===== src/rtl/out_sa_deskew.sv =====
// out_sa_deskew: realigns skewed systolic-array row outputs into whole vectors.
// Each row has its own small FIFO. A vector is presented once every row holds
// at least one entry, and all rows pop together on o_valid && i_ready.
// Optional build macro OUT_SA_DESKEW_CNT_EN adds o_vec_count, a 16-bit
// wrapping count of accepted vectors.
module out_sa_deskew #(
    parameter int unsigned ROW   = 8,
    parameter int unsigned DEPTH = 4
) (
    input  logic                 i_clk,
    input  logic                 i_rst,
    input  logic [9*ROW-1:0]     i_row_data,
    output logic [8*ROW-1:0]     o_data,
    output logic                 o_valid,
    input  logic                 i_ready,
    output logic                 o_overflow
`ifdef OUT_SA_DESKEW_CNT_EN
    ,
    output logic [15:0]          o_vec_count
`endif
);

    localparam int unsigned PW = (DEPTH > 1) ? $clog2(DEPTH) : 1;
    localparam int unsigned CW = $clog2(DEPTH + 1);
    localparam logic [CW-1:0] FULL = CW'(DEPTH);

    logic [7:0]    mem_q  [ROW][DEPTH];
    logic [7:0]    mem_d  [ROW][DEPTH];
    logic [PW-1:0] rptr_q [ROW];
    logic [PW-1:0] rptr_d [ROW];
    logic [PW-1:0] wptr_q [ROW];
    logic [PW-1:0] wptr_d [ROW];
    logic [CW-1:0] cnt_q  [ROW];
    logic [CW-1:0] cnt_d  [ROW];
    logic          ovf_q;
    logic          ovf_d;
    logic [ROW-1:0] push_c;
    logic [ROW-1:0] drop_c;
    logic          pop_c;
    logic          all_ne_c;

    // A vector is complete only when no row FIFO is empty
    always_comb begin
        all_ne_c = 1'b1;
        for (int r = 0; r < int'(ROW); r++) begin
            if (cnt_q[r] == '0) all_ne_c = 1'b0;
        end
    end

    // Head of every row forms the output; zero while no full vector is present
    always_comb begin
        o_data  = '0;
        o_valid = all_ne_c;
        for (int r = 0; r < int'(ROW); r++) begin
            if (all_ne_c) o_data[8*(ROW-r)-1 -: 8] = mem_q[r][rptr_q[r]];
        end
    end

    assign pop_c      = all_ne_c & i_ready;
    assign o_overflow = ovf_q;

    // Per-row push is allowed when not full, or when full but popping this cycle
    always_comb begin
        push_c = '0;
        drop_c = '0;
        for (int r = 0; r < int'(ROW); r++) begin
            if (i_row_data[9*(ROW-r)-1]) begin
                if (cnt_q[r] != FULL || pop_c) push_c[r] = 1'b1;
                else                           drop_c[r] = 1'b1;
            end
        end
    end

    // Next-state for FIFO storage, pointers, counts and the sticky overflow
    always_comb begin
        mem_d = mem_q;
        ovf_d = ovf_q | (|drop_c);
        for (int r = 0; r < int'(ROW); r++) begin
            rptr_d[r] = rptr_q[r];
            wptr_d[r] = wptr_q[r];
            cnt_d[r]  = cnt_q[r];
            if (push_c[r]) begin
                mem_d[r][wptr_q[r]] = i_row_data[9*(ROW-r)-2 -: 8];
                wptr_d[r] = wptr_q[r] + PW'(1);
            end
            if (pop_c) rptr_d[r] = rptr_q[r] + PW'(1);
            if (push_c[r] && !pop_c)      cnt_d[r] = cnt_q[r] + CW'(1);
            else if (!push_c[r] && pop_c) cnt_d[r] = cnt_q[r] - CW'(1);
        end
    end

    // Control state with synchronous reset
    always_ff @(posedge i_clk) begin
        if (i_rst) begin
            ovf_q <= 1'b0;
            for (int r = 0; r < int'(ROW); r++) begin
                rptr_q[r] <= '0;
                wptr_q[r] <= '0;
                cnt_q[r]  <= '0;
            end
        end else begin
            ovf_q <= ovf_d;
            for (int r = 0; r < int'(ROW); r++) begin
                rptr_q[r] <= rptr_d[r];
                wptr_q[r] <= wptr_d[r];
                cnt_q[r]  <= cnt_d[r];
            end
        end
    end

    // FIFO storage; contents are don't-care while the matching count is zero
    always_ff @(posedge i_clk) begin
        for (int r = 0; r < int'(ROW); r++) begin
            for (int d = 0; d < int'(DEPTH); d++) begin
                mem_q[r][d] <= mem_d[r][d];
            end
        end
    end

`ifdef OUT_SA_DESKEW_CNT_EN
    logic [15:0] vec_cnt_q;
    logic [15:0] vec_cnt_d;

    // Accepted-vector counter, wraps naturally at 16 bits
    always_comb begin
        vec_cnt_d = vec_cnt_q;
        if (pop_c) vec_cnt_d = vec_cnt_q + 16'd1;
    end

    // Counter register
    always_ff @(posedge i_clk) begin
        if (i_rst) vec_cnt_q <= '0;
        else       vec_cnt_q <= vec_cnt_d;
    end

    assign o_vec_count = vec_cnt_q;
`endif

endmodule


===== config.mk =====
export PLATFORM = sky130hd
export DESIGN_NAME = out_sa_deskew
export DESIGN_NICKNAME = d
export VERILOG_FILES = /design/src/rtl/out_sa_deskew.sv
export SDC_FILE = /design/constraint.sdc
export NUM_CORES = 1
export LEC_CHECK = 0
export ABC_AREA = 0
export CORE_ASPECT_RATIO = 0.5
export CORE_UTILIZATION = 40
export CTS_BUF_LIST = sky130_fd_sc_hd__clkbuf_8
export DETAILED_ROUTE_END_ITERATION = 10
export PLACE_DENSITY = 0.6
export SYNTH_ARGS = -nofsm -noshare
export SYNTH_HDL_FRONTEND = slang
export SYNTH_SLANG_ARGS = --single-unit

===== constraint.sdc =====
create_clock -name i_clk -period 2.9 [get_ports i_clk]
set_clock_uncertainty 0.15 [all_clocks]
set_input_delay 0.725 -clock i_clk [delete_from_list [all_inputs] [get_ports i_clk]]
set_output_delay 0.725 -clock i_clk [all_outputs]
set_load 0.01 [all_outputs]

Word level (Yosys, flattened, before mapping):

Memory sizes are Yosys's and may differ from the RTL's.
Index checks and enable logic that the tools add are counted.

* logic and storage cells: 347
* memories: 3
* bits in registers: 257
* input bits: 75
* bits in writable memories: 56
* output and inout bits: 66

Memory list
* cnt_q: words 8, bits a word 3, rd ports 8, clocked after Yosys merged registers in 0, write ports 8, RTL line 33 `logic [CW-1:0] cnt_q [ROW];`
* rptr_q: words 8, bits a word 2, rd ports 8, clocked after Yosys merged registers in 0, write ports 8, RTL line 29 `logic [PW-1:0] rptr_q [ROW];`
* wptr_q: words 8, bits a word 2, rd ports 8, clocked after Yosys merged registers in 0, write ports 8, RTL line 31 `logic [PW-1:0] wptr_q [ROW];`

* mux-type cells: 155
* $lt $le $gt $ge: 24
* $add $sub $neg: 32
* bitwise gates (word level): 42
* eq/ne operators: 8
* reductions and logical operators: 50

Operators by type and width (number)
* 32-bit bitwise mux: 8
* 8-bit 2-to-1 mux: 32
* 8-bit binary-select mux with 2-bit select: 8
* 8-bit demux with 2-bit select: 8
* 3-bit 2-to-1 mux: 24
* 2-bit 2-to-1 mux: 32
* 3-bit greater-or-equal comparator, second input constant: 16
* 2-bit NOT with 3-bit output: 16
* 1-bit 2-to-1 mux: 43
* 2-bit by 1-bit adder with 2-bit output, second input constant: 16
* 1-bit OR: 25
* 3-bit by 1-bit adder with 3-bit output, second input constant: 8
* 1-bit logical AND: 24
* 3-bit logical NOT: 8
* 3-bit by 1-bit less-than comparator with 1-bit output, second input constant: 8
* 3-bit != test, second input constant: 8
* 3-bit by 1-bit subtractor with 3-bit output, second input constant: 8
* 1-bit logical NOT: 9
* 1-bit logical OR: 8
* 8-bit OR reduction: 1
* 1-bit AND: 1

Longest topological paths before layout:

Gate-level depths: netlist (run 1).

* word-level depth: 18
* mapped depth: 11

Least setup slack after synthesis (run 1):

No wires, ideal clock.

* path type: input port to flip-flop
* from: input port i_ready
* to: memory cnt_q[0][2] (netlist name)
* required time: 2.680 ns
* cell stages on the path: 9
* slack: 0.134 ns
* arrival: 2.546 ns
* path through: clkbuf_1 > a41o_1 > buf_2 > ha_1 > inv_1 > fa_1 > xor2_1 > or3_1 > a21oi_1

RTL lines
* start: declaration: RTL line 15 `input logic i_ready,`
* end: declaration: RTL line 33

==> flow_summary.yaml, run 1 <==
outcome:
  status: "finished with violations"
  violations: "setup timing"
logic_synthesis:
  syn_area_um2: 13100
  synth-seq-area-share_pct: 67.6
  yosysTopAreaCell: "edfxtp_1"
  synth.area.top_cells: "edfxtp_1 59%, mux4_2 11%, dfxtp_1 8.7%"
  ys_types: 29
  synth.avg_cell_area_um2: 16.7
  synth.top_cell.area_share_pct: 58.8
  synth-seq-cells: 313
  syn-num-nets: 904
  synthCells: 781
  yosysWarningCount: 0
power:
  pwr-share-clk_pct: 30.3
  power_switching_share_pct: 26.2
  p_leak_nw: 6.36
  worst_ir_drop_vdd_mv: 0.222
  intPower_w: 0.00802
  power.total_w: 0.0109
  p_sw_w: 0.00285
  power_frac_seq_pct: 51.1
  comb_power_share_pct: 18.6
  p_per_area_nw_per_um2: 637
placement:
  dpl.hpwl_um: 17700
  pre_cts_ws_ns: -0.239
  gp_congestion: 0.737
  numPortBuffers: 140
  dp_cells: 1381
detailed_routing:
  wire_per_inst_um: 18.9
  route.detailed.drc: 0
  ant_nets: 0
  first_pass_iters: 4
  finalWirelength_um: 28300
  drt-initial-drc-count: 353
  vias_per_cell: 4.97
  via_count: 7458
critical_path:
  rr_endpoint: "cnt_q[1][8]$_SDFFE_PP0P_"
  end_kind: "primary output"
  worstSetupStartpoint: "cnt_q[1][11]$_SDFFE_PP0P_"
  critical_path_class: "flop to primary output"
  crit_required_ns: 2.03
  ff2ff_setup_slack_ns: 0.03
  r2r-start: "cnt_q[0][2]$_SDFFE_PP0P_"
  path_max_fanout: 5
  cp_data_arrival_time_ns: 2.07
  start_kind: "flop"
  r2r_cells: 13
global_routing:
  antenna_found_initial: 1
  grtUsageTotal_pct: 16.7
  grt_first_pass_wirelength_um: 42500
  grt_pass1_vias: 7772
  grt-ovfl-total: 0
  grt_max_degree: 30
floorplan:
  die_h_um: 130
  rows: 46
  die_w_um: 258
  dieArea_um2: 33400
  initial_utilization_pct: 41.0
  core_um2: 31900
  ios: 141
sta:
  final-setup-viol-count: 7
  rsz0062_at_grt: "yes"
  finalCritPeriodShare_pct: 102
  slew_viol_final: 0
  hold_viol_final: 0
  setup_tns_ns: -0.141
  relSlewSlack_pct: 64.9
  worst_pin_slew_ns: 0.525
  period_needed_ns: 2.95
  max_freq_mhz: 339
  setup_ws_ns: -0.0458
cts:
  clk_pin_slew_ns: 0.07
  clock_path_buffers: 3
  cts_tree: "built"
  htreeDepth: 2
  cts_root_buffer: "clkbuf_8"
  clock-sinks: 313
  ctsHoldBuffers: 0
  clock_latency_ns: 0.56
  numCtsBuffers: 46
final_layout:
  drive_gt1_share_pct: 35.2
  fin_util_pct: 53.4
  fillers: 2616
  syn_to_final_growth_pct: 30.4
  fin_nets: 1153
  stdcell_count: 1501
min_path:
  min-delay-start: "o_overflow$_SDFF_PP0_"
  holdCritPathClass: "flop to flop"
  worstHoldPathCells: 2
  min_to: "o_overflow$_SDFF_PP0_"
flow_run:
  maxCapViolCount: 0
==> synthesized netlist by cell type, drive strengths merged <==
library cell and instances:
dfxtp 57, o21ai 15, nand2 2, clkbuf 27, a21oi 15, mux2i 16
and2 33, nor2b 8, nand3 1, nor3 8, nor2 42, ha 40
xnor2 14, inv 31, nor4 2, a22oi 4, nor3b 8, xor2 20
buf 22, nand4 2, a41o 8, fa 8, and3 64, or3 14
mux4 64, edfxtp 256
==> power by group through the flow <==
stage | Clock (W) | Sequential [W] | Combinational (W)
final | 0.00329 | 0.00555 | 0.00202
after global routing | 0.00360 | 0.00559 | 0.00221
after CTS | 0.00341 | 0.00554 | 0.00186
after detailed placement | 0 | 0.00559 | 0.00166
after global placement | 0 | 0.00556 | 0.00160
after floorplan | 0 | 0.00557 | 0.000953
==> repair_timing <==
item                       in CTS  in global routing
setup endpoints to repair      67                 72
pin swaps                       6                 18
gates resized for setup       320                 80
setup buffers                  19                  9
gates cloned                    3                  7
==> cells by family (layout without fill, tap and decap cells) <==
kind of cell / after synthesis / after routing / synth area share, %
AO/OA/AOI/OAI: 42 / 42 / 1.99
XOR/XNOR: 34 / 34 / 2.28
adder cells (fa/ha/maj): 48 / 48 / 5.06
buffers and inverters: 80 / 367 / 2.61
flip-flops: 313 / 313 / 67.6
multiplexers: 80 / 80 / 12.3
other: 0 / 1 / 0
AND/OR/NAND/NOR: 184 / 184 / 8.23
==> registers in the layout (all words and copies together) (netlist names) <==
signal / count
o_overflow: 1
rptr_q: 16
mem_q: 256
cnt_q: 24
wptr_q: 16
==> layout by cell type, fill, tap and decap left out, types with 14 or more instances in the layout <==
cell,instances
and3_1,39
mux2i_1,16
nor2_1,42
dfxtp_2,20
xor2_1,19
and3_4,25
buf_12,16
buf_6,29
buf_4,81
and2_1,33
ha_1,33
dfxtp_1,30
or3_1,14
clkdlybuf4s50_1,74
xnor2_1,14
clkbuf_8,49
mux4_2,64
inv_1,52
edfxtp_1,256
buf_2,39
==> metrics by stage <==
stage | cell area [µm²] | hold slack [ns]
2_1_floorplan | 13100 | 0.317
3_3_place_gp | 15500 | 0.289
3_5_place_dp | 15500 | 0.290
4_1_cts | 16600 | 0.298
5_1_grt | 17000 | 0.350
6_report | 17000 | 0.299
==> critical path: stages (launching register included) <==
cell and delay, ns:
dfxtp_2 0.35, nor3_2 0.06, nor4_4 0.30, buf_6 0.17, buf_12 0.13, buf_16 0.12, buf_12 0.10, and3_4 0.17
buf_6 0.10
==> worst max-delay path by stage <==
stage / end / slack (ns) / cells past startpoint
floorplan: cnt_q[0][2]$_SDFFE_PP0P_ / 0.13 / 9
global placement: cnt_q[0][5]$_SDFFE_PP0P_ / -0.16 / 10
detailed placement: cnt_q[0][5]$_SDFFE_PP0P_ / -0.24 / 9
CTS: o_data[12] / -0.14 / 7
global route: o_data[48] / -0.16 / 8
finish: o_data[52] / -0.05 / 8
==> final cells by class <==
class	instances	area, µm²	share of cell area (%)
Inverter	31	116	0.683
Clock inverter	37	169	0.991
Tap cell	432	541	3.17
Antenna cell	1	2.50	0.0147
Multi-Input combinational cell	388	4200	24.6
Sequential cell	313	8880	52.1
Clock buffer	49	674	3.96
Timing Repair Buffer	250	2460	14.4
==> per-layer routing <==
layer | track usage, % | wire (µm) | up-vias
met2 | 27.9 | 13800 | 120
met5 | 0 | 0 | -
li1 | - | - | 3487
met1 | 22.1 | 13000 | 3811
met4 | 5.08 | 441 | 0
met3 | 3.63 | 1030 | 40
(Power assumes the default switching activity.)
==> run 2: changes to the inputs <==
CORE_MARGIN = 2   (was unset)
REMOVE_ABC_BUFFERS = 1   (was unset)
==> flow_summary.yaml, run 2 (synthesized netlist as in run 1, its figures left out) <==
min_path:
  worstHoldPathCells: 2
  min-delay-start: "o_overflow$_SDFF_PP0_"
  min_to: "o_overflow$_SDFF_PP0_"
  holdCritPathClass: "flop to flop"
global_routing:
  grtUsageTotal_pct: 16.8
  antenna_found_initial: 0
  grt_max_degree: 32
  grt_first_pass_wirelength_um: 44400
  grt-ovfl-total: 0
  grt_pass1_vias: 8026
cts:
  cts_root_buffer: "clkbuf_8"
  numCtsBuffers: 46
  cts_tree: "built"
  clock_path_buffers: 3
  clock-sinks: 313
  clk_pin_slew_ns: 0.07
  htreeDepth: 2
  clock_latency_ns: 0.57
  ctsHoldBuffers: 0
power:
  p_per_area_nw_per_um2: 659
  p_leak_nw: 6.49
  worst_ir_drop_vdd_mv: 0.267
sta:
  max_freq_mhz: 339
  worst_pin_slew_ns: 0.634
  final-setup-viol-count: 41
  rsz0062_at_grt: "yes"
  slew_viol_final: 0
  period_needed_ns: 2.95
  hold_viol_final: 0
  relSlewSlack_pct: 57.7
  finalCritPeriodShare_pct: 102
  hold_ws_ns: 0.305
  setup_tns_ns: -0.584
  setup_ws_ns: -0.0471
floorplan:
  rows: 46
  die_h_um: 132
  initial_utilization_pct: 41.0
  die_w_um: 260
  core_um2: 31900
  dieArea_um2: 34200
  ios: 141
detailed_routing:
  ant_nets: 0
  wire_per_inst_um: 18.7
  via_count: 7625
  first_pass_iters: 4
  vias_per_cell: 5.01
  drt-initial-drc-count: 352
  route.detailed.drc: 0
  finalWirelength_um: 28500
final_layout:
  layout_commonest_cell: "edfxtp_1"
  drive_gt1_share_pct: 39.6
  diodes: 0
  layout_common_cells: "256 x edfxtp_1, 92 x buf_4, 74 x clkdlybuf4s50_1, 64 x mux4_2, 56 x buf_6"
  fin_nets: 1176
  fin_util_pct: 55.2
  syn_to_final_growth_pct: 34.7
  regMostFlops: "mem_q"
  top_regs: "mem_q (256), cnt_q (24)"
  stdcell_count: 1522
  largest_reg_flops: 256
critical_path:
  r2r-start: "cnt_q[1][11]$_SDFFE_PP0P_"
  path_max_fanout: 8
  cp_data_arrival_time_ns: 3.30
  cp_common_cell: "buf_6"
  start_kind: "flop"
  r2r_cells: 14
  cp_cell_sequence: "nor3_4 -> nor4_4 -> buf_6 -> buf_12 -> buf_8 -> buf_16 -> buf_6 -> a41o_1 -> ha_2 -> inv_2 -> fa_2 -> xor2_1 -> or3_1 -> a21oi_2"
  critPathSlowestCell: "or3_1"
  ff2ff_setup_slack_ns: -0.05
  critical_path_class: "flop to flop"
  path_buf_inv: 6
  crit_required_ns: 3.25
  cp_slowest_stage_delay_ns: 0.38
  crit_family: "simple AND/OR/NAND/NOR gates"
  rr_endpoint: "cnt_q[0][8]$_SDFFE_PP0P_"
  end_kind: "flop"
flow_run:
  maxCapViolCount: 0
outcome:
  violations: "setup timing"
  status: "finished with violations"
placement:
  numPortBuffers: 140
  dp_cells: 1382
  dpl.hpwl_um: 16900
  gp_congestion: 0.716
  pre_cts_ws_ns: -0.294
run 2: changes by cell type in the layout (fill, tap and decap cells not counted), sizes merged:
cell	previous run	this run
buf	168	197
bufinv	1	6
clkbuf	56	53
clkdlybuf4s15	1	0
clkinv	14	16
diode	1	0
inv	53	43
run 2: worst max-delay path by stage:
stage                                     end                 startpoint  depth (start not counted)
floorplan           cnt_q[0][11]$_SDFFE_PP0P_   cnt_q[0][3]$_SDFFE_PP0P_                          9
global placement     cnt_q[0][5]$_SDFFE_PP0P_                    i_ready                         10
detailed placement   cnt_q[0][5]$_SDFFE_PP0P_                    i_ready                          9
CTS                                o_data[33]   cnt_q[0][7]$_SDFFE_PP0P_                          9
global route         cnt_q[0][8]$_SDFFE_PP0P_  cnt_q[1][11]$_SDFFE_PP0P_                         14
finish               cnt_q[0][8]$_SDFFE_PP0P_  cnt_q[1][11]$_SDFFE_PP0P_                         14
run 2: what timing repair did:
item	CTS	global route
setup buffers	34	18
pin swaps	46	40
endpoints found under the hold margin	0	0
resized for setup	403	62
endpoints found under the setup margin	67	81
cloned	9	2
run 2: power by group:
part           internal, W  leakage, nW  switching, W  total, W
clock              0.00215        0.550       0.00167   0.00382
combinational      0.00116         3.12       0.00106   0.00222
sequential         0.00535         2.82      0.000203   0.00555
run 2: stage by stage:
stage	power (W)	instance area [µm²]
CTS	0.0116	17300
detailed placement	0.00726	15500
finish	0.0116	17600
floorplan	0.00646	12800
global placement	0.00718	15500
global route	0.0122	17600
run 2: per-layer routing:
metal / share of wire [%] / global-route usage (%) / vias up
li1: - / - / 3527
met1: 45 / 22.6 / 3917
met2: 49 / 28.0 / 146
met3: 4.9 / 4.02 / 35
met4: 1.1 / 3.74 / 0
met5: 0 / 0 / -
run 2: area by class of cell:
| type | instances | area, µm² |
|---|---|---|
| Clock buffer | 51 | 702 |
| Sequential cell | 313 | 8880 |
| Clock inverter | 34 | 290 |
| Tap cell | 432 | 541 |
| Multi-Input combinational cell | 388 | 4300 |
| Timing Repair Buffer | 273 | 2780 |
| Inverter | 31 | 116 |
| Fill cell | 2525 | 14300 |
run 2: worst min-delay path, stage by stage (launching register included):
cell,delay (ns)
dfxtp_1,0.31
inv_1,0.05
a21oi_1,0.05
==> run 3: changes to the inputs <==
CORE_UTILIZATION = 53   (was 40)
PLACE_DENSITY = 0.77   (was 0.6)
==> flow_summary.yaml, run 3 (synthesized netlist as in run 1, its figures left out) <==
critical_path:
  rr_endpoint: "cnt_q[1][11]$_SDFFE_PP0P_"
  crit_family: "buffers and inverters"
  cp_slowest_stage_delay_ns: 0.36
  path_buf_inv: 5
  end_kind: "primary output"
  critical_path_class: "flop to primary output"
  cp_cell_sequence: "nor3_4 -> nor4_4 -> buf_6 -> buf_12 -> buf_8 -> buf_16 -> and3_4 -> buf_6"
  r2r-start: "cnt_q[1][11]$_SDFFE_PP0P_"
  start_kind: "flop"
  crit_required_ns: 2.03
  ff2ff_setup_slack_ns: 0.01
  cp_data_arrival_time_ns: 2.06
  r2r_cells: 12
  path_max_fanout: 8
  critPathSlowestCell: "dfxtp_2"
  cp_common_cell: "buf_6"
  worstSetupStartpoint: "cnt_q[1][1]$_SDFFE_PP0P_"
sta:
  worst_pin_slew_ns: 0.708
  relSlewSlack_pct: 52.8
  slew_viol_final: 0
  hold_viol_final: 0
  hold_ws_ns: 0.329
  rsz0062_at_grt: "yes"
  final-setup-viol-count: 38
  finalCritPeriodShare_pct: 101
  max_freq_mhz: 340
  setup_tns_ns: -0.796
  period_needed_ns: 2.94
  setup_ws_ns: -0.0378
power:
  p_sw_w: 0.00294
  pwr-share-clk_pct: 28.5
  p_leak_nw: 6.25
  comb_power_share_pct: 20.4
  intPower_w: 0.00796
  power_switching_share_pct: 27.0
  power_frac_seq_pct: 51.0
  worst_ir_drop_vdd_mv: 0.406
  p_per_area_nw_per_um2: 634
detailed_routing:
  wire_per_inst_um: 21.5
  finalWirelength_um: 29900
  ant_nets: 0
  first_pass_iters: 5
  route.detailed.drc: 0
  via_count: 7633
  vias_per_cell: 5.50
  drt-initial-drc-count: 549
final_layout:
  drive_gt1_share_pct: 38.2
  layout_commonest_cell: "edfxtp_1"
  syn_to_final_growth_pct: 31.6
  largest_reg_flops: 256
  layout_common_cells: "256 x edfxtp_1, 74 x clkdlybuf4s50_1, 64 x mux4_2, 64 x buf_6, 60 x buf_4"
  fin_nets: 1142
  top_regs: "mem_q (256), cnt_q (24)"
  regMostFlops: "mem_q"
global_routing:
  grt_pass1_vias: 8081
  antenna_found_initial: 2
  grt_max_degree: 58
  gr-usage-met2_pct: 37.3
  met1_usage_pct: 30.9
  busiest_layer: "met2"
  grt_first_pass_wirelength_um: 44000
  grtUsageTotal_pct: 22.6
  grtUsageMet3_pct: 4.47
  grt-ovfl-total: 0
cts:
  clock_path_buffers: 3
  clock-sinks: 313
  ctsHoldBuffers: 0
  clock_latency_ns: 0.56
  cts_root_buffer: "clkbuf_8"
  cts_tree: "built"
  clk_pin_slew_ns: 0.07
  htreeDepth: 2
  numCtsBuffers: 44
min_path:
  holdCritPathClass: "flop to flop"
  min_to: "o_overflow$_SDFF_PP0_"
  worstHoldPathCells: 2
  min-delay-start: "o_overflow$_SDFF_PP0_"
placement:
  dpl.hpwl_um: 16800
  gp_congestion: 0.721
  numPortBuffers: 140
floorplan:
  die_h_um: 115
  dieArea_um2: 26000
  initial_utilization_pct: 54.2
  ios: 141
  rows: 40
  die_w_um: 226
  core_um2: 24100
outcome:
  status: "finished with violations"
  violations: "setup timing"
flow_run:
  maxCapViolCount: 0
==> run 3: metrics by stage <==
step           util, %  cells  power [W]  area (µm²)  setup slack (ns)
2_1_floorplan        -    732    0.00646       12800             -1.11
3_3_place_gp      62.5   1255    0.00703       15100            -0.140
3_5_place_dp      62.5   1255    0.00714       15100            -0.238
4_1_cts           68.8   1374     0.0107       16600            -0.111
5_1_grt           71.3   1389     0.0114       17200            -0.125
6_report          71.3   1389     0.0109       17200           -0.0378
==> run 3: worst register-to-register path, delay by kind of cell (launching register included) <==
kind                       cells  cell delay, ns
and+or+nand+nor                3            0.71
adders and majority gates      2            0.58
buffers and inverters          4            0.47
DFF                            1            0.38
AOI/OAI and AO/OA              2            0.36
xor gates and xnor gates       1            0.16
==> run 3: what timing repair did <==
| item | CTS | global route |
|---|---|---|
| pin swaps | 10 | 34 |
| endpoints found under the hold margin | 0 | 0 |
| endpoints found under the setup margin | 71 | 62 |
| setup buffers | 30 | 12 |
| resized for setup | 387 | 103 |
| cloned | 11 | 4 |
==> run 3: how the worst max path moves through the flow <==
stage,to,slack (ns),cells past startpoint
6_report,o_data[43],-0.04,8
3_3_place_gp,cnt_q[0][5]$_SDFFE_PP0P_,-0.14,9
2_1_floorplan,cnt_q[0][11]$_SDFFE_PP0P_,-1.11,9
3_5_place_dp,cnt_q[1][8]$_SDFFE_PP0P_,-0.24,9
5_1_grt,o_data[50],-0.13,8
4_1_cts,o_data[12],-0.11,9
==> run 3: power groups by stage <==
stage / Combinational [W] / Clock [W] / Sequential, W
finish: 0.00223 / 0.00311 / 0.00556
global route: 0.00239 / 0.00336 / 0.00560
CTS: 0.00198 / 0.00318 / 0.00555
detailed placement: 0.00153 / 0 / 0.00561
global placement: 0.00146 / 0 / 0.00557
floorplan: 0.000891 / 0 / 0.00557
==> run 3: layer usage <==
| metal | vias to the layer above | wire, µm |
|---|---|---|
| met5 | - | 0 |
| met4 | 0 | 632 |
| met3 | 46 | 1750 |
| met2 | 224 | 14400 |
| met1 | 3910 | 13100 |
| li1 | 3453 | - |
==> run 3: area by class of cell <==
| type | count | area (µm²) |
|---|---|---|
| inverters | 31 | 116 |
| clock inverters | 32 | 130 |
| fillers | 1527 | 6930 |
| well taps | 336 | 420 |
| repair buffers | 241 | 2650 |
| flip-flops and latches | 313 | 8890 |
| diodes | 1 | 2.50 |
| clock buffers | 47 | 647 |
| multi-input cells | 388 | 4340 |
